[src/rtl/nonce_dispatch_if.sv]
// Job, issue, result and found-nonce signals between the
// nonce dispatcher and its surroundings.
interface nonce_dispatch_if #(
    parameter int NONCE_W = 32
);
    logic               start;
    logic [NONCE_W-1:0] nonce_base;
    logic [NONCE_W-1:0] nonce_count;
    logic               issue_valid;
    logic [NONCE_W-1:0] issue_nonce;
    logic               result_valid;
    logic               result_hit;
    logic               found_valid;
    logic [NONCE_W-1:0] found_nonce;
    logic               found_ready;
    logic               done;
    logic               busy;
    logic               error;

    modport slave (
        input  start, nonce_base, nonce_count,
        input  result_valid, result_hit, found_ready,
        output issue_valid, issue_nonce,
        output found_valid, found_nonce,
        output done, busy, error
    );

    modport master (
        output start, nonce_base, nonce_count,
        output result_valid, result_hit, found_ready,
        input  issue_valid, issue_nonce,
        input  found_valid, found_nonce,
        input  done, busy, error
    );
endinterface

[src/rtl/nonce_dispatch.sv]
// Nonce issue engine: credit-limited issue, in-order result
// pairing through an in-flight FIFO, first-hit capture and drain.
module nonce_dispatch #(
    parameter int NONCE_W = 32,
    parameter int DEPTH   = 16
) (
    input logic             clk,
    input logic             rst_n,
    nonce_dispatch_if.slave dif
);
    localparam int         AW   = $clog2(DEPTH);
    localparam logic [AW:0] FULL = (AW+1)'(DEPTH);

    typedef enum logic [2:0] {
        S_IDLE,
        S_ISSUE,
        S_DRAIN,
        S_FOUND,
        S_DONE
    } state_e;

    state_e             state_q;
    logic [NONCE_W-1:0] next_q;
    logic [NONCE_W-1:0] count_q;
    logic [NONCE_W-1:0] issued_q;
    logic [NONCE_W-1:0] win_q;
    logic [NONCE_W-1:0] issue_nonce_q;
    logic [NONCE_W-1:0] found_nonce_q;
    logic [NONCE_W-1:0] fifo_q [DEPTH];
    logic [AW-1:0]      wr_q;
    logic [AW-1:0]      rd_q;
    logic [AW:0]        inflight_q;
    logic [AW:0]        inflight_d;
    logic               hit_q;
    logic               issue_valid_q;
    logic               found_valid_q;
    logic               done_q;
    logic               error_q;

    logic               pop;
    logic               push;
    logic               hit_now;
    logic               hit_d;
    logic               last_issue;
    logic               to_drain;
    logic               fin;
    logic [NONCE_W-1:0] push_nonce;
    logic [NONCE_W-1:0] win_d;

    assign pop     = dif.result_valid && (inflight_q != '0);
    assign hit_now = pop && dif.result_hit && !hit_q;
    assign hit_d   = hit_q | hit_now;
    assign win_d   = hit_now ? fifo_q[rd_q] : win_q;

    // Issue gating uses inflight before this cycle's pop.
    always_comb begin
        push       = 1'b0;
        push_nonce = next_q;
        unique case (state_q)
            S_IDLE: begin
                push       = dif.start && (dif.nonce_count != '0);
                push_nonce = dif.nonce_base;
            end
            S_ISSUE: begin
                push = !hit_now && (issued_q != count_q)
                    && (inflight_q < FULL);
            end
            default: ;
        endcase
    end

    assign inflight_d = inflight_q + {{AW{1'b0}}, push}
                      - {{AW{1'b0}}, pop};
    assign last_issue = push && (state_q == S_ISSUE)
                     && (issued_q + NONCE_W'(1) == count_q);
    assign to_drain   = (state_q == S_ISSUE) && (hit_now || last_issue);
    assign fin        = (to_drain || state_q == S_DRAIN)
                     && (inflight_d == '0);

    always_ff @(posedge clk) begin
        if (push) fifo_q[wr_q] <= push_nonce;
    end

    always_ff @(posedge clk or negedge rst_n) begin
        if (!rst_n) begin
            state_q       <= S_IDLE;
            next_q        <= '0;
            count_q       <= '0;
            issued_q      <= '0;
            win_q         <= '0;
            issue_nonce_q <= '0;
            found_nonce_q <= '0;
            wr_q          <= '0;
            rd_q          <= '0;
            inflight_q    <= '0;
            hit_q         <= 1'b0;
            issue_valid_q <= 1'b0;
            found_valid_q <= 1'b0;
            done_q        <= 1'b0;
            error_q       <= 1'b0;
        end else begin
            issue_valid_q <= push;
            if (push) begin
                issue_nonce_q <= push_nonce;
                wr_q          <= wr_q + 1'b1;
            end
            if (pop) rd_q <= rd_q + 1'b1;
            inflight_q <= inflight_d;
            if (dif.result_valid && inflight_q == '0) error_q <= 1'b1;
            if (hit_now) begin
                hit_q <= 1'b1;
                win_q <= win_d;
            end
            done_q <= 1'b0;

            unique case (state_q)
                S_IDLE: begin
                    if (dif.start) begin
                        count_q <= dif.nonce_count;
                        hit_q   <= 1'b0;
                        if (dif.nonce_count != '0) begin
                            next_q   <= dif.nonce_base + NONCE_W'(1);
                            issued_q <= NONCE_W'(1);
                            state_q  <= (dif.nonce_count == NONCE_W'(1))
                                      ? S_DRAIN : S_ISSUE;
                        end else begin
                            state_q <= S_DONE;
                            done_q  <= 1'b1;
                        end
                    end
                end
                S_ISSUE: begin
                    if (push) begin
                        next_q   <= next_q + NONCE_W'(1);
                        issued_q <= issued_q + NONCE_W'(1);
                    end
                    if (to_drain) state_q <= S_DRAIN;
                end
                S_DRAIN: ;
                S_FOUND: begin
                    if (dif.found_ready) begin
                        found_valid_q <= 1'b0;
                        done_q        <= 1'b1;
                        state_q       <= S_DONE;
                    end
                end
                S_DONE: state_q <= S_IDLE;
                default: state_q <= S_IDLE;
            endcase

            // Last pop also ends the job, skipping an idle DRAIN cycle.
            if (fin) begin
                if (hit_d) begin
                    state_q       <= S_FOUND;
                    found_valid_q <= 1'b1;
                    found_nonce_q <= win_d;
                end else begin
                    state_q <= S_DONE;
                    done_q  <= 1'b1;
                end
            end
        end
    end

    assign dif.issue_valid = issue_valid_q;
    assign dif.issue_nonce = issue_nonce_q;
    assign dif.found_valid = found_valid_q;
    assign dif.found_nonce = found_nonce_q;
    assign dif.done        = done_q;
    assign dif.busy        = (state_q != S_IDLE);
    assign dif.error       = error_q;
endmodule

[src/flat_wrapper.sv]
// flat-port wrapper written by rule: the top's interface ports become plain ports
module nonce_dispatch_flat 
#(
    parameter int NONCE_W = 32,
    parameter int DEPTH   = 16
)
  (clk, rst_n, dif_start, dif_nonce_base, dif_nonce_count, dif_result_valid, dif_result_hit, dif_found_ready, dif_issue_valid, dif_issue_nonce, dif_found_valid, dif_found_nonce, dif_done, dif_busy, dif_error);
  nonce_dispatch_if #(.NONCE_W(NONCE_W)) dif_i ();
  input logic clk;
  input logic rst_n;
  input wire logic [$bits(dif_i.start)-1:0] dif_start;
  input wire logic [$bits(dif_i.nonce_base)-1:0] dif_nonce_base;
  input wire logic [$bits(dif_i.nonce_count)-1:0] dif_nonce_count;
  input wire logic [$bits(dif_i.result_valid)-1:0] dif_result_valid;
  input wire logic [$bits(dif_i.result_hit)-1:0] dif_result_hit;
  input wire logic [$bits(dif_i.found_ready)-1:0] dif_found_ready;
  output wire logic [$bits(dif_i.issue_valid)-1:0] dif_issue_valid;
  output wire logic [$bits(dif_i.issue_nonce)-1:0] dif_issue_nonce;
  output wire logic [$bits(dif_i.found_valid)-1:0] dif_found_valid;
  output wire logic [$bits(dif_i.found_nonce)-1:0] dif_found_nonce;
  output wire logic [$bits(dif_i.done)-1:0] dif_done;
  output wire logic [$bits(dif_i.busy)-1:0] dif_busy;
  output wire logic [$bits(dif_i.error)-1:0] dif_error;
  assign dif_i.start = dif_start;
  assign dif_i.nonce_base = dif_nonce_base;
  assign dif_i.nonce_count = dif_nonce_count;
  assign dif_i.result_valid = dif_result_valid;
  assign dif_i.result_hit = dif_result_hit;
  assign dif_i.found_ready = dif_found_ready;
  assign dif_issue_valid = dif_i.issue_valid;
  assign dif_issue_nonce = dif_i.issue_nonce;
  assign dif_found_valid = dif_i.found_valid;
  assign dif_found_nonce = dif_i.found_nonce;
  assign dif_done = dif_i.done;
  assign dif_busy = dif_i.busy;
  assign dif_error = dif_i.error;
  nonce_dispatch #(.NONCE_W(NONCE_W), .DEPTH(DEPTH)) u_core (.clk(clk), .rst_n(rst_n), .dif(dif_i));
endmodule
[config.mk]
export PLATFORM = sky130hd
export DESIGN_NAME = nonce_dispatch_flat
export DESIGN_NICKNAME = d
export VERILOG_FILES = /design/src/rtl/nonce_dispatch_if.sv /design/src/rtl/nonce_dispatch.sv /design/src/flat_wrapper.sv
export SDC_FILE = /design/constraint.sdc
export NUM_CORES = 1
export LEC_CHECK = 0
export BUFFER_PORTS_ARGS = -buffer_cell sky130_fd_sc_hd__buf_2
export CORE_MARGIN = 2
export CORE_UTILIZATION = 48
export DETAILED_ROUTE_END_ITERATION = 8
export GPL_TIMING_DRIVEN = 1
export PLACE_DENSITY_LB_ADDON = 0.15
export SETUP_SLACK_MARGIN = 0.05
export SLEW_MARGIN = 10
export SYNTH_ARGS = -nofsm -noshare
export SYNTH_HDL_FRONTEND = slang
export SYNTH_SLANG_ARGS = --single-unit
[constraint.sdc]
create_clock -name clk -period 11.6 [get_ports clk]
set_input_delay 2.32 -clock clk [delete_from_list [all_inputs] [get_ports clk]]
set_output_delay 2.32 -clock clk [all_outputs]
set_load 0.02 [all_outputs]
==> results by stage, run 1 <==
Critical path:
- The worst register-to-register path ends at u_core.dif.found_nonce[9].
- In this run the worst path has a maximum fanout of 32.
- The startpoint identified for the worst register-to-register timing path is u_core.inflight_q[3].
- The worst path arrival time is 6620 ps.
- The startpoint type of the worst setup path is an input pin.
- For the worst setup path, the data required time is 12,100 ps.
- The worst setup path is of the input pin to flop kind.
- Counting cells, the worst reg-to-reg path comes to 16.
- The critical path startpoint is dif_nonce_count[1].
- Across all register-to-register paths, the minimum setup slack is 6100 ps.
- STA classifies the critical path endpoint as a flop.

Detailed routing:
- Across all layers, the routed design uses 18,120 vias.
- The total wirelength of the detailed-routed design is 76,440 um.
- The first routing iteration left 1,575 violations.
- The number of optimization iterations in the first detailed-route pass is 6.
- The residual DRC count is 0.
- In this run the remaining antenna-violating nets after routing total 0.
- The per-cell routed wire length is 25.41 um.
- The via count normalized by instance count is 6.023.

Floorplanning:
- In this run the horizontal extent of the chip is 259.0 um.
- The starting utilization of the core area is 0.4852.
- The boundary pin count is 139.
- The die covers 0.06710 mm2.
- The area of the core is 0.06435 mm2.
- In this run the vertical extent of the chip is 259.0 um.
- Row generation in the floorplan step produced 93 rows.

Clock tree:
- The post-CTS clock slew at the launch and capture registers of the worst setup and hold paths is 60 ps.
- The number of H-tree levels is 3.
- The clock reaches the later pin of the worst-skew pair after 630 ps.
- The cts-stage hold buffer count is 0.
- The longest clock path from root to sink contains 3 buffers.
- The root buffer selected by CTS is clkbuf_16.
- In this run, CTS created clock tree buffers numbering 77.
- The number of setup buffers added after CTS is 0.
- The clock drives 725 sinks.
- TritonCTS built the clock tree.
- The number of gates resized after CTS was 0.

Yosys:
- The number of nets in the synthesized netlist is 2,048.
- The synthesized netlist contains 75 unique library cells.
- In the synthesized netlist the dominant register cell turns out to be edfxtp_1.
- The synthesized design spends more area on one cell type than any other, namely edfxtp_1.
- By area the synthesized netlist is led by edfxtp_1, dfrtp_1, mux4_2.
- The area share of the leading cell type in the synthesized netlist is 0.4924.
- A synthesized cell averages 15.90 um2.
- The Yosys step of the flow raised 0 warnings.
- The count of flip-flops with a built-in enable after synthesis is 512.
- The register bit total from synthesis is 725.
- In the synthesized netlist, the number of instances is 1,964.
- Counting flops with an async set or reset pin after synthesis yields a share of 0.2938.
- Of the synthesized area, sequential elements account for 0.6631.
- The cell area that synthesis handed to floorplanning was 0.03122 mm2.

Pwr:
- Cell internal power was estimated by the tool at 6.474 mW.
- The sequential share of power is 0.404.
- Of the total power, the clock network draws 0.254.
- Across the VDD grid, the largest voltage drop is 0.1857 mV.
- Of the total power, combinational logic draws 0.342.
- The net load switching power is 3.475 mW.
- For this design the static power due to leakage is 12.65 nW.
- In this run the power density over the cells is 280.4 mW/mm2.
- The fraction of power spent switching nets is 0.3493.

Placement:
- The number of placed cells counting well taps is 2,865.
- The weighted congestion at the end of routability-driven global placement is 0.8897.
- Detailed placement ended at an HPWL of 48,010 um.
- Input and output buffers added on the ports amount to 138.

Final layout:
- The area growth from synthesis to layout is 13.66%.
- The multi-input combinational cells in the finished layout cover a total of 0.01010 mm2.
- Measured on the finished design, the core utilization comes to 0.5515.
- Of the cells placed in the final design, the portion with a size suffix greater than 1 is 0.2895.
- The total of fill cells in the finished design is 5,166.
- The sequential cell area in the final layout is 0.02071 mm2.
- The number of standard cells in the final layout excluding fillers is 3,008.
- At the end of the flow, the number of nets in the layout was 2,173.

GRT:
- Entering global routing, the biggest net connects 68 pins.
- The initial antenna violation count came to 5.
- The via count of the first global-routing pass is 18,150.
- The total global routing overflow is 0.
- The aggregate global-route resource usage is 0.2325.
- The wire length of the first global-routing pass is 116,400 um.

Min path:
- The worst hold path terminates at u_core.win_q[7].
- The startpoint identified for the worst hold timing path is u_core.win_q[7].
- The depth of the worst hold-timing path is 1.
- The worst hold path belongs to the class flop to flop.

Timing:
- The final-report max-slew violation count is 0.
- Timing would allow up to 163.4 MHz.
- Clock skew on the completed layout was measured at 21.97 ps.
- The final hold violation count came to 0.
- Headroom to the max-slew limit came out at 0.2062.
- Of the available clock period, the critical path in the final layout requires 0.5275.
- Adding up every negative setup slack in the final design gives 0 ps.
- The transition time of the tightest slew-check pin is 1188 ps.
- The clock period minus final worst setup slack is 6119 ps.
- Setup violations remaining at the end of the flow were counted as 0.
- Setup repair after global routing left no endpoint under its margin.

Run:
- Max-cap violations in this run came to 0.

Outcome:
- The run finished with clean final reports.
==> registers in the layout, indices dropped and copies added, names as in the netlist <==
name,flops
u_core.count_q,32
u_core.dif.done,1
u_core.dif.error,1
u_core.dif.found_nonce,32
u_core.dif.found_valid,1
u_core.dif.issue_nonce,32
u_core.dif.issue_valid,1
u_core.fifo_q,512
u_core.hit_q,1
u_core.inflight_q,5
u_core.issued_q,32
u_core.next_q,32
u_core.rd_q,4
u_core.state_q,3
u_core.win_q,32
u_core.wr_q,4
==> synthesized netlist by cell type, drive strengths merged (8+ instances only) <==
| library cell | instances |
|---|---|
| a21oi | 58 |
| a31oi | 14 |
| mux2 | 131 |
| xor2 | 35 |
| buf | 35 |
| nand4 | 30 |
| nor3 | 37 |
| nand3 | 37 |
| or2 | 8 |
| clkbuf | 83 |
| and4 | 8 |
| o21ai | 51 |
| dfrtp | 213 |
| inv | 29 |
| and3 | 8 |
| edfxtp | 512 |
| nor2 | 107 |
| and2 | 8 |
| nand2b | 9 |
| a211oi | 14 |
| nand2 | 163 |
| mux2i | 19 |
| nor4 | 26 |
| mux4 | 160 |
| a2111oi | 14 |
| o31ai | 16 |
| xnor2 | 37 |
| ha | 13 |
==> area by class of cell <==
type	instances	area share
Sequential cell	725	0.5837
Multi-Input combinational cell	1092	0.2846
Clock buffer	94	0.05754
Tap cell	855	0.03015
Timing Repair Buffer	164	0.02524
Clock inverter	48	0.01565
Inverter	29	0.003067
Antenna cell	1	0.00007051
==> power by group through the flow <==
| stage | sequential [mW] | combinational [mW] | clock, mW |
|---|---|---|---|
| after global placement | 4.05 | 3.35 | 0 |
| after global routing | 4.09 | 3.66 | 2.67 |
| final | 4.02 | 3.40 | 2.53 |
| after CTS | 4.03 | 3.43 | 2.58 |
| after detailed placement | 4.08 | 3.42 | 0 |
| after floorplan | 3.97 | 2.27 | 0 |
==> worst max path at each step <==
stage	to	cells after the start
detailed placement	u_core.dif.found_nonce[4]	14
CTS	u_core.dif.found_nonce[4]	14
finish	u_core.dif.found_nonce[9]	14
global route	u_core.dif.found_nonce[6]	17
global placement	u_core.dif.found_nonce[6]	15
floorplan	u_core.fifo_q[3][0]	9
==> per-stage QoR <==
| stage | setup slack [ps] | hold WS (ps) | power (mW) | cell area [um2] |
|---|---|---|---|---|
| 6_report | 5481 | 493.1 | 9.949 | 35490 |
| 5_1_grt | 5270 | 507.2 | 10.42 | 35490 |
| 4_1_cts | 5504 | 497.3 | 10.03 | 35490 |
| 3_5_place_dp | 4847 | 484.8 | 7.491 | 32890 |
| 3_3_place_gp | 4931 | 458.6 | 7.402 | 32890 |
| 2_1_floorplan | 5129 | 456.6 | 6.239 | 31220 |
==> critical path, cell delays in order <==
cell and delay, ps:
buf_2 100, nor4_1 390, nand4_1 400, nor2_1 330, a21oi_2 110, nor2_2 150
inv_2 160, ha_1 270, fa_1 490, or4_1 550, nor4_1 380, o21ai_4 130
buf_4 350, mux2_4 400
==> layout by cell type (no fill, tap or decap), types with 8 or more instances in the layout <==
| cell | instances |
|---|---|
| dfrtp_1 | 210 |
| mux4_2 | 160 |
| edfxtp_1 | 512 |
| a2111oi_0 | 14 |
| nor3_1 | 32 |
| and2_1 | 8 |
| buf_2 | 137 |
| ha_1 | 13 |
| mux2i_1 | 19 |
| clkbuf_1 | 13 |
| or2_2 | 8 |
| nand3_1 | 37 |
| bufinv_16 | 10 |
| nor2_1 | 94 |
| o31ai_1 | 13 |
| mux2_4 | 28 |
| a21oi_1 | 57 |
| inv_1 | 28 |
| nand2_1 | 163 |
| o21ai_0 | 46 |
| and3_1 | 8 |
| mux2_2 | 103 |
| buf_4 | 26 |
| nand4_1 | 29 |
| nor2_4 | 12 |
| nand2b_1 | 9 |
| a211oi_1 | 14 |
| xnor2_1 | 37 |
| clkinv_1 | 12 |
| xor2_1 | 35 |
| a31oi_1 | 14 |
| nor4_1 | 25 |
| clkbuf_16 | 78 |
| clkinv_2 | 17 |
==> logic make-up (layout without fill, tap and decap cells) <==
kind of cell / after synthesis / count (layout) / synth area share
AO/OA/AOI/OAI: 229 / 229 / 0.04797
XOR/XNOR: 72 / 72 / 0.02020
adder cells (fa/ha/maj): 14 / 14 / 0.005851
buffers and inverters: 147 / 335 / 0.01911
flip-flops: 725 / 725 / 0.6631
multiplexers: 310 / 310 / 0.1721
other: 0 / 1 / 0
AND/OR/NAND/NOR: 467 / 467 / 0.07165
==> layer usage <==
layer,vias up,routed length (um),global-route usage
li1,7930,-,-
met1,9489,34240,0.3392
met2,571,36210,0.3676
met3,120,4459,0.03749
met4,6,1490,0.05925
met5,-,36,0
No activity file was read; power rests on OpenSTA's default activity.
==> inputs of run 2 (changes only) <==
ABC_AREA = 1   (was default)
clock period = 6.3 ns   (was 11.6 ns; I/O delays follow)
==> results by stage, run 2 <==
Pwr:
- The overall power is 18.66 mW (+88%).
- The standby leakage power is 13.88 nW (+9.7%).
- The worst supply voltage drop on vdd is 0.3710 mV (+100%).
- The power density over cell area is 522.0 mW/mm2 (+86%).

Yosys:
- The count of flip-flops with a built-in enable after synthesis is 512 (unchanged).
- The synthesized area was 0.03148 mm2 (+0.81%).
- In the synthesized netlist the dominant register cell turns out to be edfxtp_1.
- The register bit total from synthesis came to 725 (unchanged).
- Ranked by total cell area, the synthesized netlist is headed by edfxtp_1, dfrtp_1, nand2_1.
- Sorting the synthesized cells by how often they occur yields nand2_1, edfxtp_1, o21ai_0.
- The area share of the leading cell type in the synthesized netlist is 0.4884 (-0.003973).
- The net count after synthesis is 3,100 (+51%).
- The gate count of the mapped netlist is 3,016 (+54%).
- Among all cell types in the netlist, the one instantiated most often is nand2_1.
- The share of flip-flops with an asynchronous set or reset is 0.2938 (unchanged).
- The part of the Yosys area used for sequential elements is 0.6578 (-0.005351).
- The cell accounting for the most synthesized area is edfxtp_1.
- The average instance area after synthesis is 10.44 um2 (-34%).
- The count of synthesis-stage warnings from yosys was 0 (unchanged).
- The number of distinct standard cells referenced by the synthesized netlist is 42 (-44%).

GRT:
- The met2 global-route usage is 0.4248 (+0.05715).
- The met3 global-route usage is 0.03733 (-0.0001632).
- The initial antenna violation count came to 4 (-1).
- The aggregate global-route resource usage came to 0.2604 (+0.02790).
- The layer flagged by global routing as most heavily used is met2.
- The largest net degree at the start of global routing was 129 (+90%).
- The via count of the first global-routing pass is 22,770 (+25%).
- The global-route track usage on met1 was 0.3493 (+0.01006).
- The total global routing overflow is 0 (unchanged).
- The wire length of the first global-routing pass is 133,300 um (+15%).

Final layout:
- The area of the multi-input gates is 0.009433 mm2 (-6.6%).
- The most frequent standard cell in the layout excluding fill and tap cells is nand2_1.
- Leaving out fill and tap cells, the most frequent cells in the layout are nand2_1, edfxtp_1, o21ai_0, nor2_1, inv_1.
- The summed area of non-filler cells in the final layout came to 0.03574 mm2 (+0.72%).
- The number of standard cells in the final layout excluding fillers is 4,061 (+35%).
- The number of flip-flops in the largest register is 512 (unchanged).
- u_core.fifo_q holds more flip-flops than any other register.
- The total of fill cells in the finished design is 5,677 (+9.9%).
- The fraction of the core area covered by cells at the end of the flow came to 0.5525 (+0.0009700).
- The count of nets after finishing is 3,230 (+49%).
- The antenna diode count is 0 (-1).
- The area growth from synthesis to layout is 13.55% (about the same).
- The share of post-route cells with drive strength above 1 came to 0.1245 (-0.1650).
- The sequential cell area in the final layout is 0.02071 mm2 (unchanged).

Timing:
- The worst setup skew after layout is 24.55 ps (+2.572 ps).
- The final-report max-slew violation count is 0 (unchanged).
- Derived from the worst setup path, the maximum achievable clock frequency is 219.4 MHz.
- The final sum of negative setup slack is 0 ps (unchanged).
- Setup repair after global routing left no endpoint under its margin.
- The final hold violation count is 0 (unchanged).
- The tightest slew margin relative to the limit was 0.2030 (-0.003134).
- The share of the clock period used by the worst path after layout is 0.7236.
- The number of endpoints failing setup at the final stage is 0 (unchanged).
- The final worst-path setup slack was 1742 ps (-3740 ps).
- The worst path in the final design needs a cycle of 4558 ps, including I/O delays and setup.
- The worst hold slack across all endpoints is 466.6 ps (-26.49 ps).
- The transition time of the tightest slew-check pin is 1188 ps (-0.4488 ps).

Clock tree:
- The setup fix buffers added after clock tree synthesis is 0 (unchanged).
- The number of gates resized after CTS was 0 (unchanged).
- The number of H-tree levels is 3 (unchanged).
- The insertion delay to the later sink of the worst-skew pair came to 620 ps (about the same).
- The cts-stage hold buffer count came to 0 (unchanged).
- The worst-case clock buffer depth is 3 (unchanged).
- The tree is rooted in a clkbuf_16.
- The post-CTS clock slew at the launch and capture registers of the worst setup and hold paths is 60 ps (about the same).
- The clock sink total is 725 (unchanged).
- The CTS tree is built.
- The CTS buffer count came to 76 (-1.3%).

Placement:
- The worst setup slack after placement was 1221 ps (-3626 ps).
- The weighted congestion at the end of routability-driven global placement was 0.8939 (+0.47%).
- The placed instance area was 0.03331 mm2 (+1.3%).
- The count of buffers from port buffering was 138 (unchanged).
- The number of placed cells counting well taps is 3,923 (+37%).
- The half-perimeter wire length of the detailed placement result was 53,490 um (+11%).

Critical path:
- The required time of the worst setup path is 6770 ps (-5330 ps).
- The worst path arrival time came to 5020 ps (-1600 ps).
- The worst setup path is launched from a flop.
- The type of element capturing the critical path is a flop.
- The maximum fanout along the worst path is 67 (+110%).
- The maximum single-stage delay on the critical path came to 600 ps (+50 ps).
- The kind of critical path is flop to flop.
- Traced cell by cell, the critical path runs through nor2_4 > nand2_2 > buf_4 > inv_1 > nand3_1 > inv_1 > nand2_1 > nand2_4 > ha_1 > fa_1 > xor2_1 > or3_1 > nor3_1 > nand3_2 > buf_4 > nand2_1 > o21ai_2.
- The largest individual stage delay along the critical path comes from the cell nand2_1.

Floorplanning:
- The boundary pin count is 139 (unchanged).
- The row count is 93 (unchanged).
- The area of the core is 0.06470 mm2 (+0.54%).
- The total die area is 0.06764 mm2 (+0.80%).
- The starting utilization of the core area is 0.4865 (+0.001308).
- The die span in y is 260.1 um (+0.40%).
- The width of the die was 260.1 um (+0.40%).

Detailed routing:
- The vias after detailed routing is 22,720 (+25%).
- The DRC violation total after the first TritonRoute iteration is 2,169 (+38%).
- The per-cell routed wire length is 21.42 um (-16%).
- The number of optimization iterations in the first detailed-route pass is 6 (unchanged).
- The residual DRC count is 0 (unchanged).
- The via count normalized by instance count was 5.593 (-7.1%).
- The count of antenna-violating nets left after detailed routing is 0 (unchanged).
- The total wirelength of the detailed-routed design is 87,000 um (+14%).

Outcome:
- The run finished with clean final reports.

Run:
- The total of max-cap violations is 0 (unchanged).

Min path:
- The worst hold path belongs to the class flop to flop.
## run 2: cell count changes after synthesis, sizes merged, moves of 95 or more
cell / delta
nor2: +327
inv: +196
nand2: +424
mux2: -131
mux4: -160
o221ai: +95
o21ai: +414
## run 2: worst paths after layout
kind                                            startpoint                          to  slack, ps  cells after the start
worst max-delay path                     u_core.state_q[1]   u_core.dif.found_nonce[0]       1740                     17
worst min register to register  u_core.dif.issue_nonce[29]  u_core.dif.issue_nonce[29]        470                      2
min in group asynchronous                            rst_n          u_core.count_q[20]        720                      1
max in group asynchronous                            rst_n            u_core.win_q[10]       4290                      2
worst max register to register           u_core.state_q[1]   u_core.dif.found_nonce[0]       1740                     17
worst min-delay path            u_core.dif.issue_nonce[29]  u_core.dif.issue_nonce[29]        470                      2
## run 2: metal layers
metal,vias to the layer above,share of wire
li1,10650,-
met1,11120,0.42
met2,774,0.48
met3,165,0.065
met4,2,0.039
met5,-,0.00015
## run 2: cell type report
class	instances	share of cell area
multi-input cells	1906	0.2639
clock buffers	99	0.05765
clock inverters	39	0.01015
well taps	855	0.02993
inverters	226	0.02391
flip-flops and latches	725	0.5795
repair buffers	211	0.03494
## run 2: power breakdown
part	internal [mW]	leakage (nW)	total [mW]	switching [mW]
combinational	1.85	5.34	7.01	5.16
sequential	6.73	7.35	7.24	0.508
clock	2.53	1.19	4.41	1.88
total	11.1	13.9	18.7	7.55
## run 2: kinds of logic after synthesis
group / after synthesis / synth area share
flops: 725 / 0.6578
xor+xnor: 74 / 0.02059
buf+inv: 385 / 0.04754
fa+ha+maj: 14 / 0.005803
simple gates: 1180 / 0.1517
compound gates: 638 / 0.1166
## run 2: worst max-delay path: cells and delay by family (launching register included)
kind | cells | cell delay [ps]
AOI/OAI and AO/OA | 1 | 60
xor gates and xnor gates | 1 | 170
adders and majority gates | 2 | 680
buffers and inverters | 4 | 1110
DFF | 1 | 470
and+or+nand+nor | 9 | 1910
